File: src/rtl/dm_port_scheduler_if.sv
// Bundle of load, store-buffer, fence and data-memory signals around dm_port_scheduler.
// master: the surrounding LSU/commit logic plus DM macro (drives requests, DM_rd_data).
// slave : the scheduler (drives grants, responses, buffer status and the DM controls).
interface dm_port_scheduler_if #(
  parameter int SB_DEPTH = 4
) ();
  logic                       ld_req_valid;
  logic [31:0]                ld_req_addr;
  logic                       ld_req_ready;
  logic                       ld_rsp_valid;
  logic [31:0]                ld_rsp_data;
  logic                       st_in_valid;
  logic [31:0]                st_in_addr;
  logic [31:0]                st_in_wdata;
  logic [31:0]                st_in_wmask;
  logic                       st_in_ready;
  logic                       drain_all;
  logic                       fence_done;
  logic [$clog2(SB_DEPTH):0]  sb_count;
  logic                       DM_r_en;
  logic [31:0]                DM_w_en;
  logic [31:0]                DM_addr;
  logic [31:0]                DM_w_data;
  logic [31:0]                DM_rd_data;

  modport master (
    output ld_req_valid, ld_req_addr, st_in_valid, st_in_addr, st_in_wdata,
           st_in_wmask, drain_all, DM_rd_data,
    input  ld_req_ready, ld_rsp_valid, ld_rsp_data, st_in_ready, fence_done,
           sb_count, DM_r_en, DM_w_en, DM_addr, DM_w_data
  );

  modport slave (
    input  ld_req_valid, ld_req_addr, st_in_valid, st_in_addr, st_in_wdata,
           st_in_wmask, drain_all, DM_rd_data,
    output ld_req_ready, ld_rsp_valid, ld_rsp_data, st_in_ready, fence_done,
           sb_count, DM_r_en, DM_w_en, DM_addr, DM_w_data
  );
endinterface

File: src/rtl/dm_port_scheduler.sv
// Purpose: arbitrates the single DM port between load reads and a posted committed-store FIFO.
// Latency: load granted combinationally, data returned one cycle after grant; stores drain when idle/forced.
// Backpressure: ld_req_ready drops on drain/hazard/fence; st_in_ready drops when the buffer is full.
// Ports: clk, rst (async active-low), bus (slave modport: load req/rsp, store push,
//        fence request/done, sb_count, DM read/write controls and DM_rd_data).
module dm_port_scheduler #(
  parameter int SB_DEPTH     = 4,
  parameter int STARVE_LIMIT = 4
) (
  input  logic               clk,
  input  logic               rst,
  dm_port_scheduler_if.slave bus
);

  localparam int PW = $clog2(SB_DEPTH);
  localparam int CW = $clog2(SB_DEPTH) + 1;
  localparam int SW = $clog2(STARVE_LIMIT + 1);
  localparam logic [CW-1:0] FULL       = CW'(SB_DEPTH);
  localparam logic [SW-1:0] STARVE_MAX = SW'(STARVE_LIMIT);

  typedef struct packed {
    logic [31:0] addr;
    logic [31:0] wdata;
    logic [31:0] wmask;
  } sb_entry_t;

  typedef enum logic {NORMAL, FENCE} state_t;

  sb_entry_t           mem [SB_DEPTH];
  logic [SB_DEPTH-1:0] vld;
  logic [PW-1:0]       head;
  logic [PW-1:0]       tail;
  logic [CW-1:0]       count;
  logic [CW-1:0]       cnt_nxt;
  logic [SW-1:0]       starve_cnt;
  state_t              state;
  state_t              state_nxt;
  logic                fence_empty_q;
  logic                fence_empty_nxt;
  logic                fence_last;
  logic                rsp_vld_q;

  logic push;
  logic pop;
  logic sb_hit;
  logic hz;
  logic drain;
  logic grant;

  // Word-granular match of the load against every live buffer entry.
  always_comb begin
    sb_hit = 1'b0;
    for (int i = 0; i < SB_DEPTH; i++) begin
      if (vld[i] && (mem[i].addr[31:2] == bus.ld_req_addr[31:2])) begin
        sb_hit = 1'b1;
      end
    end
  end

  // A store committing this very cycle also blocks a same-word load, so the
  // load always observes it once it has drained.
  assign hz = bus.ld_req_valid &&
              (sb_hit || (bus.st_in_valid &&
                          (bus.st_in_addr[31:2] == bus.ld_req_addr[31:2])));

  assign bus.st_in_ready = (count != FULL);
  assign push            = bus.st_in_valid && bus.st_in_ready;

  // count is registered, so an entry pushed into an empty buffer only becomes
  // drainable on the following cycle.
  assign drain = (count != '0) &&
                 ((state == FENCE) || (count == FULL) || !bus.ld_req_valid ||
                  hz || (starve_cnt == STARVE_MAX));
  assign pop   = drain;

  // rst gating keeps DM_r_en low while reset is asserted even if a load is pending.
  assign grant = rst && bus.ld_req_valid && !drain && !hz && (state == NORMAL);
  assign bus.ld_req_ready = grant;

  assign cnt_nxt = count + CW'(push) - CW'(pop);

  // DM port drive: write from head entry, read for a granted load, else idle.
  always_comb begin
    bus.DM_r_en   = 1'b0;
    bus.DM_w_en   = '1;
    bus.DM_addr   = '0;
    bus.DM_w_data = '0;
    if (drain) begin
      bus.DM_addr   = mem[head].addr;
      bus.DM_w_en   = mem[head].wmask;
      bus.DM_w_data = mem[head].wdata;
    end else if (grant) begin
      bus.DM_r_en   = 1'b1;
      bus.DM_addr   = bus.ld_req_addr;
    end
  end

  // Fence FSM. Emptiness is judged on the post-cycle occupancy so a fence that
  // lands on the last pop (or on an empty buffer with no push) completes
  // without entering FENCE and waiting forever.
  always_comb begin
    state_nxt       = state;
    fence_empty_nxt = 1'b0;
    fence_last      = 1'b0;
    case (state)
      NORMAL: begin
        if (bus.drain_all) begin
          if (cnt_nxt == '0) begin
            fence_empty_nxt = 1'b1;
          end else begin
            state_nxt = FENCE;
          end
        end
      end
      FENCE: begin
        // count is non-zero throughout FENCE, so reaching zero means a pop
        // with no simultaneous push.
        if (cnt_nxt == '0) begin
          state_nxt  = NORMAL;
          fence_last = 1'b1;
        end
      end
      default: state_nxt = NORMAL;
    endcase
  end

  assign bus.fence_done   = fence_empty_q | fence_last;
  assign bus.ld_rsp_valid = rsp_vld_q;
  assign bus.ld_rsp_data  = rsp_vld_q ? bus.DM_rd_data : '0;
  assign bus.sb_count     = count;

  always_ff @(posedge clk or negedge rst) begin
    if (!rst) begin
      head          <= '0;
      tail          <= '0;
      count         <= '0;
      vld           <= '0;
      state         <= NORMAL;
      starve_cnt    <= '0;
      rsp_vld_q     <= 1'b0;
      fence_empty_q <= 1'b0;
    end else begin
      if (push) begin
        tail      <= tail + PW'(1);
        vld[tail] <= 1'b1;
      end
      if (pop) begin
        head      <= head + PW'(1);
        vld[head] <= 1'b0;
      end
      count         <= cnt_nxt;
      state         <= state_nxt;
      fence_empty_q <= fence_empty_nxt;
      rsp_vld_q     <= grant;
      if (drain || (count == '0)) begin
        starve_cnt <= '0;
      end else if (grant && (starve_cnt != STARVE_MAX)) begin
        starve_cnt <= starve_cnt + SW'(1);
      end
    end
  end

  // Entry payload needs no reset; liveness is tracked by vld/count.
  always_ff @(posedge clk) begin
    if (push) begin
      mem[tail] <= '{addr: bus.st_in_addr, wdata: bus.st_in_wdata, wmask: bus.st_in_wmask};
    end
  end

endmodule

File: src/flat_wrapper.sv
// flat-port wrapper written by rule: the top's interface ports become plain ports
module dm_port_scheduler_flat 
#(
  parameter int SB_DEPTH     = 4,
  parameter int STARVE_LIMIT = 4
)
  (clk, rst, bus_ld_req_valid, bus_ld_req_addr, bus_st_in_valid, bus_st_in_addr, bus_st_in_wdata, bus_st_in_wmask, bus_drain_all, bus_DM_rd_data, bus_ld_req_ready, bus_ld_rsp_valid, bus_ld_rsp_data, bus_st_in_ready, bus_fence_done, bus_sb_count, bus_DM_r_en, bus_DM_w_en, bus_DM_addr, bus_DM_w_data);
  dm_port_scheduler_if #(.SB_DEPTH(SB_DEPTH)) bus_i ();
  input  logic clk;
  input  logic rst;
  input wire logic [$bits(bus_i.ld_req_valid)-1:0] bus_ld_req_valid;
  input wire logic [$bits(bus_i.ld_req_addr)-1:0] bus_ld_req_addr;
  input wire logic [$bits(bus_i.st_in_valid)-1:0] bus_st_in_valid;
  input wire logic [$bits(bus_i.st_in_addr)-1:0] bus_st_in_addr;
  input wire logic [$bits(bus_i.st_in_wdata)-1:0] bus_st_in_wdata;
  input wire logic [$bits(bus_i.st_in_wmask)-1:0] bus_st_in_wmask;
  input wire logic [$bits(bus_i.drain_all)-1:0] bus_drain_all;
  input wire logic [$bits(bus_i.DM_rd_data)-1:0] bus_DM_rd_data;
  output wire logic [$bits(bus_i.ld_req_ready)-1:0] bus_ld_req_ready;
  output wire logic [$bits(bus_i.ld_rsp_valid)-1:0] bus_ld_rsp_valid;
  output wire logic [$bits(bus_i.ld_rsp_data)-1:0] bus_ld_rsp_data;
  output wire logic [$bits(bus_i.st_in_ready)-1:0] bus_st_in_ready;
  output wire logic [$bits(bus_i.fence_done)-1:0] bus_fence_done;
  output wire logic [$bits(bus_i.sb_count)-1:0] bus_sb_count;
  output wire logic [$bits(bus_i.DM_r_en)-1:0] bus_DM_r_en;
  output wire logic [$bits(bus_i.DM_w_en)-1:0] bus_DM_w_en;
  output wire logic [$bits(bus_i.DM_addr)-1:0] bus_DM_addr;
  output wire logic [$bits(bus_i.DM_w_data)-1:0] bus_DM_w_data;
  assign bus_i.ld_req_valid = bus_ld_req_valid;
  assign bus_i.ld_req_addr = bus_ld_req_addr;
  assign bus_i.st_in_valid = bus_st_in_valid;
  assign bus_i.st_in_addr = bus_st_in_addr;
  assign bus_i.st_in_wdata = bus_st_in_wdata;
  assign bus_i.st_in_wmask = bus_st_in_wmask;
  assign bus_i.drain_all = bus_drain_all;
  assign bus_i.DM_rd_data = bus_DM_rd_data;
  assign bus_ld_req_ready = bus_i.ld_req_ready;
  assign bus_ld_rsp_valid = bus_i.ld_rsp_valid;
  assign bus_ld_rsp_data = bus_i.ld_rsp_data;
  assign bus_st_in_ready = bus_i.st_in_ready;
  assign bus_fence_done = bus_i.fence_done;
  assign bus_sb_count = bus_i.sb_count;
  assign bus_DM_r_en = bus_i.DM_r_en;
  assign bus_DM_w_en = bus_i.DM_w_en;
  assign bus_DM_addr = bus_i.DM_addr;
  assign bus_DM_w_data = bus_i.DM_w_data;
  dm_port_scheduler #(.SB_DEPTH(SB_DEPTH), .STARVE_LIMIT(STARVE_LIMIT)) u_core (.clk(clk), .rst(rst), .bus(bus_i));
endmodule
File: config.mk
export PLATFORM = sky130hd
export DESIGN_NAME = dm_port_scheduler_flat
export DESIGN_NICKNAME = d
export VERILOG_FILES = /design/src/rtl/dm_port_scheduler_if.sv /design/src/rtl/dm_port_scheduler.sv /design/src/flat_wrapper.sv
export SDC_FILE = /design/constraint.sdc
export NUM_CORES = 1
export LEC_CHECK = 0
export CAP_MARGIN = 40
export CORE_UTILIZATION = 50
export DETAILED_ROUTE_END_ITERATION = 7
export PLACE_DENSITY = 0.76
export SETUP_SLACK_MARGIN = 0.02
export SLEW_MARGIN = 10
export SYNTH_ARGS = -nofsm -noshare
export SYNTH_HDL_FRONTEND = slang
export SYNTH_SLANG_ARGS = --single-unit
export TNS_END_PERCENT = 10
File: constraint.sdc
create_clock -name clk -period 11.6 [get_ports clk]
set_clock_uncertainty 0.15 [all_clocks]
set_input_delay 2.32 -clock clk [delete_from_list [all_inputs] [get_ports clk]]
set_output_delay 2.32 -clock clk [all_outputs]
set_load 0.05 [all_outputs]
# Word level (Yosys, flattened, before mapping)
# Memory sizes are Yosys's and may differ from the RTL's.
# Index checks and enable logic that the tools add are counted.
word_totals:
  out_inout_bits: 136
  inputBits: 165
  mem_bits_rw: 384
  n_memories: 1
  romBits: 0
  latch_bits: 0
  wordCells: 88
  register_bits: 17
mem_list:
  columns: ["name", "words", "word_bits", "rd", "rd_ports_with_merged_regs", "wr", "line_no", "source"]
  rows:
  - ["u_core.mem", 4, 96, 5, 0, 1, "dm_port_scheduler.sv:29", "sb_entry_t mem [SB_DEPTH];"]
op_classes:
  mul: 0
  div_mod_pow: 0
  n_eq_ne: 9
  magnitude_cmp: 4
  muxes: 28
  bitwise_logic: 5
  n_reduce_logical: 28
  n_addsub: 5
  shift: 0
ops:
  columns: ["operator", "n"]
  rows:
  - ["$mux W32", 5]
  - ["$eq A30 B30 Y1", 5]
  - ["$mux W1", 16]
  - ["$logic_and A1 B1 Y1", 15]
  - ["$mux W4", 2]
  - ["$eq A3 B3 Y1 const B", 2]
  - ["$logic_not A3 Y1", 2]
  - ["$logic_or A1 B1 Y1", 6]
  - ["$lt A2 B3 Y1 const B", 2]
  - ["$mux W3", 2]
  - ["$ne A3 B3 Y1 const B", 2]
  - ["$add A2 B1 Y2 const B", 2]
  - ["$and A4 B4 Y4", 1]
  - ["$demux W1 S2", 2]
  - ["$ge A2 B1 Y1 const B", 2]
  - ["$not A4 Y4", 1]
  - ["$or A4 B4 Y4", 1]
  - ["$add A3 B1 Y3", 1]
  - ["$add A3 B1 Y3 const B", 1]
  - ["$logic_not A1 Y1", 3]
  - ["$reduce_bool A3 Y1", 1]
  - ["$sub A3 B1 Y3", 1]
  - ["$pmux W1 S2", 1]
  - ["$reduce_bool A2 Y1", 1]
  - ["2 further kinds", 2]

# Longest topological paths before layout
logic_depth:
  word_depth: 18
  depth_mapped: 19

# Worst setup path before layout
# No wires, ideal clock.
synth_timing:
  path_kind: "input port to output port"
  start: "in bus_ld_req_addr[25]"
  end: "out bus_fence_done"
  t_arrival_ns: 5.513
  stages: 19
  setup_slack_ns: 3.617
  n_path_buf: 2
  path_cell_list: "buf_4 -> xnor2_1 -> nand4_1 -> nor4_1 -> a22oi_1 -> nand4_2 -> o21ai_2 -> clkbuf_1 -> inv_1 -> ha_1 -> inv_1 -> ha_1 -> inv_1 -> fa_1 -> xnor2_1 -> xnor2_1 -> or3_1 -> inv_1 -> a21o_1"
synth_between:
  elab_chain_len: 16
  elab_cells_between_ends: 24
  classes_between: "1 x add/sub; 5 x eq/ne; 6 x mux; 1 x bitwise; 11 x reduce/logical"
synth_rtl:
  columns: ["element", "line_no", "source"]
  rows:
  - ["start: declaration", "flat_wrapper.sv:12", "input wire logic [$bits(bus_i.ld_req_addr)-1:0] bus_ld_req_addr;"]
  - ["$eq A30 B30 Y1", "dm_port_scheduler.sv:54", "if (vld[i] && (mem[i].addr[31:2] == bus.ld_req_addr[31:2])) begin"]
  - ["$logic_and A1 B1 Y1", "dm_port_scheduler.sv:54", null]
  - ["$mux W1 (4 in series)", "dm_port_scheduler.sv:54", null]
  - ["$logic_or A1 B1 Y1 (*)", "dm_port_scheduler.sv:63", "(sb_hit || (bus.st_in_valid &&"]
  - ["$logic_and A1 B1 Y1 (*)", "dm_port_scheduler.sv:62", "assign hz = bus.ld_req_valid &&"]
  - ["$logic_or A1 B1 Y1 (*)", "dm_port_scheduler.sv:72", "((state == FENCE) || (count == FULL) || !bus.ld_req_valid ||"]
  - ["$logic_or A1 B1 Y1 (*)", "dm_port_scheduler.sv:73", "hz || (starve_cnt == STARVE_MAX));"]
  - ["$logic_and A1 B1 Y1 (*)", "dm_port_scheduler.sv:71", "assign drain = (count != '0) &&"]
  - ["$sub A3 B1 Y3 (*)", "dm_port_scheduler.sv:80", "assign cnt_nxt = count + CW'(push) - CW'(pop);"]
  - ["net u_core.cnt_nxt[2]", "dm_port_scheduler.sv:34", "logic [CW-1:0] cnt_nxt;"]
  - ["$logic_not A3 Y1 (*)", "dm_port_scheduler.sv:118", "if (cnt_nxt == '0) begin"]
  - ["$mux W1 (*)", "dm_port_scheduler.sv:118", null]
  - ["$mux W1 (*)", "dm_port_scheduler.sv:105", "case (state)"]
  - ["$or A1 B1 Y1 (*)", "dm_port_scheduler.sv:127", "assign bus.fence_done = fence_empty_q | fence_last;"]
  - ["end: declaration", "flat_wrapper.sv:23", "output wire logic [$bits(bus_i.fence_done)-1:0] bus_fence_done;"]
# The timed path passes the listed nets; every way through them passes the cells marked *.

# Worst setup path in the final report
layout_timing:
  start: "in bus_ld_req_addr[9]"
  end: "out bus_fence_done"
# Same word-level chain as after synthesis.

==> summary.txt <==
Status
  – Status: finished clean

Timing
  – Endpoints failing hold: 0
  – Final Setup Violations: 0
  – Minimum clock period: between 9 and 10 ns
  – Final period util: between 80% and 90%
  – Final setup TNS: 0 ns
  – Worst slew pin tran: 0.818 ns
  – Relative slew slack: 45.4%
  – Max Clk Rate: 106 MHz
  – RSZ-0062 raised after global routing: no
  – Max-slew violation count: 0

Setup path
  – Setup slack, reg-to-reg: 7.80 ns
  – WS Path Type: in2out
  – Setup crit end kind: output port
  – Arrival time at the worst endpoint: slightly below 7 ns
  – Worst EP required: 9.13 ns
  – CP Launch Type: input pin
  – Critical path peak fanout: 6

Yosys
  – Compound-Gate Fraction of Synth Area: 2.27%
  – Register area share after synthesis: 67.9%
  – Cells after Synth: 971
  – Ys flop type: edfxtp_1
  – Adder-Cell Fraction of Synth Area: less than 1%
  – Post-Syn Area: between 15,000 and 20,000 sq um
  – Main combinational cell family by area after synthesis: multiplexers
  – Mux cell area share after synthesis: 12.4%
  – Syn Nets: 1,149
  – Post-synth ARST share: 4.24%
  – Yosys cell types: 40
  – FF+latch count, synth: 401
  – Synth warn: 0
  – Post-synth EDFFs: between 300 and 400
  – Synth Area in XOR/XNOR: 7.71%
  – Simple-gate area share of the yosys netlist: under 10%
  – Post-Syn Area per Cell: 18.1 sq um

Route
  – Detailed Route WL: between 40,000 and 50,000 um
  – Antenna Nets Post-Route: 0
  – WL/cell: between 20 and 25 um
  – Initial detailed-routing violation count: 832
  – Drt pass-1 iters: 6
  – Drc violations: 0
  – Via count: 9,961
  – Drt via density: 5.69

Clock tree
  – H-tree levels: 2
  – CTS sink cnt: 401
  – Clock transition at path regs: around 0.06 ns
  – CTS Buf Count: 42
  – Setup bufs post-CTS: 0
  – Root Driver: clkbuf_16
  – Hold buffers post-CTS: 0
  – CTS tree: built
  – Post-CTS Resized: 0
  – Clock Tree Buf Depth: 3
  – Clk_lat worst skew: about 0.54 ns

Placement
  – Final HPWL DP: 27,600 um
  – I/O Buffers: 300
  – Dpl cells: 1,670
  – Routability Congestion: 0.900

Worst hold path
  – Hold WC Path Type: reg2reg

Final layout
  – Area Overhead vs Synth: 26.9%
  – Commonest non-fill, non-tap cell in the layout: edfxtp_1
  – Final cell count without fillers: 1,750
  – Share of post-route cells with drive strength above 1: 14.4%
  – Nets@finish: approximately 1,400
  – Highest-count cells in the layout ignoring fill and taps: 384 x edfxtp_1, 300 x clkdlybuf4s50_1, 122 x xnor2_1
  – Fin util: 64.5%
  – Fillers: 2,401

Die
  – Die H: 190 um
  – Die width: 190 um
  – Die area: between 30,000 and 40,000 sq um
  – Starting density of the core: 50.8%
  – Cell row count: 68
  – Core area: 34,600 sq um
  – I/O Pins: 301

Flow run
  – Max-capacitance violation count: 0

Pwr
  – Int Pwr: 3.81 mW
  – Clk pwr share: 19.7%
  – Worst VDD drop: 0.000255 V
  – Final Power: 6.34 mW
  – Gate power share: between 40% and 50%
  – PwrDens: between 200 and 300 nW/um^2
  – Leakage power: roughly 7.2 nW
  – Sw Pwr: 2.53 mW
  – Switching share of total power: 39.9%
  – Reg power frac: 32.6%

Global routing
  – First-pass GRT wire length: 61,400 um
  – Vias in the first global route: 9,993
  – Tot GR Track Use: 23.1%
  – Remaining Overflow, GRT: 0
  – Initial antenna violation count: 9
  – Largest net degree at the start of global routing: 67
[sequential cells by signal, indices dropped and copies added, names as in the netlist]
register,cells
u_core.bus.ld_rsp_valid,1
u_core.bus.sb_count,3
u_core.fence_empty_q,1
u_core.head,2
u_core.mem,384
u_core.starve_cnt,3
u_core.state,1
u_core.tail,2
u_core.vld,4
[metal layers]
metal / vias to the layer above / part of all wire [%] / global-route usage [%]
met4: 8 / 1.7 / 5.52
met2: 453 / 48 / 36.4
met3: 65 / 9.9 / 7.10
met1: 5054 / 40 / 31.6
met5: - / 0.12 / 0
li1: 4381 / - / -
[synth_stat cells (all sizes together), types with 3 or more instances]
cell | count | area [sq um]
a31oi | 4 | 25.0
a32o | 32 | 320
and2 | 33 | 206
and3 | 4 | 25.0
buf | 45 | 318
clkbuf | 29 | 109
dfrtp | 17 | 425
edfxtp | 384 | 11500
ha | 12 | 150
inv | 12 | 45.0
mux4 | 96 | 2160
nand2 | 4 | 15.0
nand4 | 33 | 213
nor2 | 8 | 30.0
nor2b | 34 | 213
nor3 | 3 | 15.0
nor4 | 16 | 100
or2 | 33 | 206
xnor2 | 122 | 1070
xor2 | 33 | 289
[power by group through the flow]
stage	registers [mW]	clock network (mW)	logic (mW)
final	2.07	1.25	3.03
after global routing	2.09	1.33	3.16
after CTS	2.07	1.28	3.06
after detailed placement	2.10	0	3.04
after global placement	2.09	0	2.99
after floorplan	2.05	0	2.08
[final cells by class]
class                           count  area (sq um)  area share [%]
Clock inverter                     15          96.3           0.431
Antenna cell                        5          12.5          0.0560
Tap cell                          455           569            2.55
Multi-Input combinational cell    484          5210            23.3
Sequential cell                   401         12000            53.5
Inverter                           12          45.0           0.202
Clock buffer                       60          1180            5.29
Timing Repair Buffer              318          3270            14.6
[through the flow]
stage / setup WS (ns) / area (sq um) / hold WS [ns]
6_report: 2.19 / 22300 / 0.357
5_1_grt: 1.99 / 22300 / 0.398
4_1_cts: 2.29 / 22300 / 0.357
3_5_place_dp: 2.30 / 21100 / 0.346
3_3_place_gp: 2.36 / 20900 / 0.339
2_1_floorplan: 3.62 / 17600 / 0.304
[worst max-delay path, cell delays in order]
cell and delay (ns):
clkdlybuf4s50_1 0.59, xnor2_1 0.53, nand4_1 0.22, nor4_1 0.29, a22oi_1 0.12, nand4_2 0.20
o21ai_4 0.07, inv_1 0.07, ha_1 0.22, inv_1 0.06, ha_1 0.12, inv_1 0.05
fa_1 0.40, xnor2_1 0.15, xnor2_1 0.16, or3_1 0.36, inv_1 0.09, a21o_1 0.11
clkdlybuf4s50_1 0.79
[worst paths after layout]
kind | startpoint | end | depth (start not counted)
hold reg to reg | u_core.starve_cnt[2]$_DFFE_PN0P_ | u_core.starve_cnt[2]$_DFFE_PN0P_ | 1
setup / recovery | bus_ld_req_addr[9] | bus_fence_done | 19
hold / removal | u_core.starve_cnt[2]$_DFFE_PN0P_ | u_core.starve_cnt[2]$_DFFE_PN0P_ | 1
setup reg to reg | u_core.mem[2][73]$_DFFE_PP_ | u_core.fence_empty_q$_DFF_PN0_ | 16
min in group asynchronous | rst | u_core.bus.ld_rsp_valid$_DFF_PN0_ | 1
max in group asynchronous | rst | u_core.head[0]$_DFFE_PN0N_ | 2
[cells by family after synthesis]
kind of cell,count (synthesis)
AO/OA/AOI/OAI,43
buffers and inverters,86
AND/OR/NAND/NOR,175
flip-flops,401
adder cells (fa/ha/maj),13
XOR/XNOR,155
multiplexers,98
(Power assumes the default switching activity.)
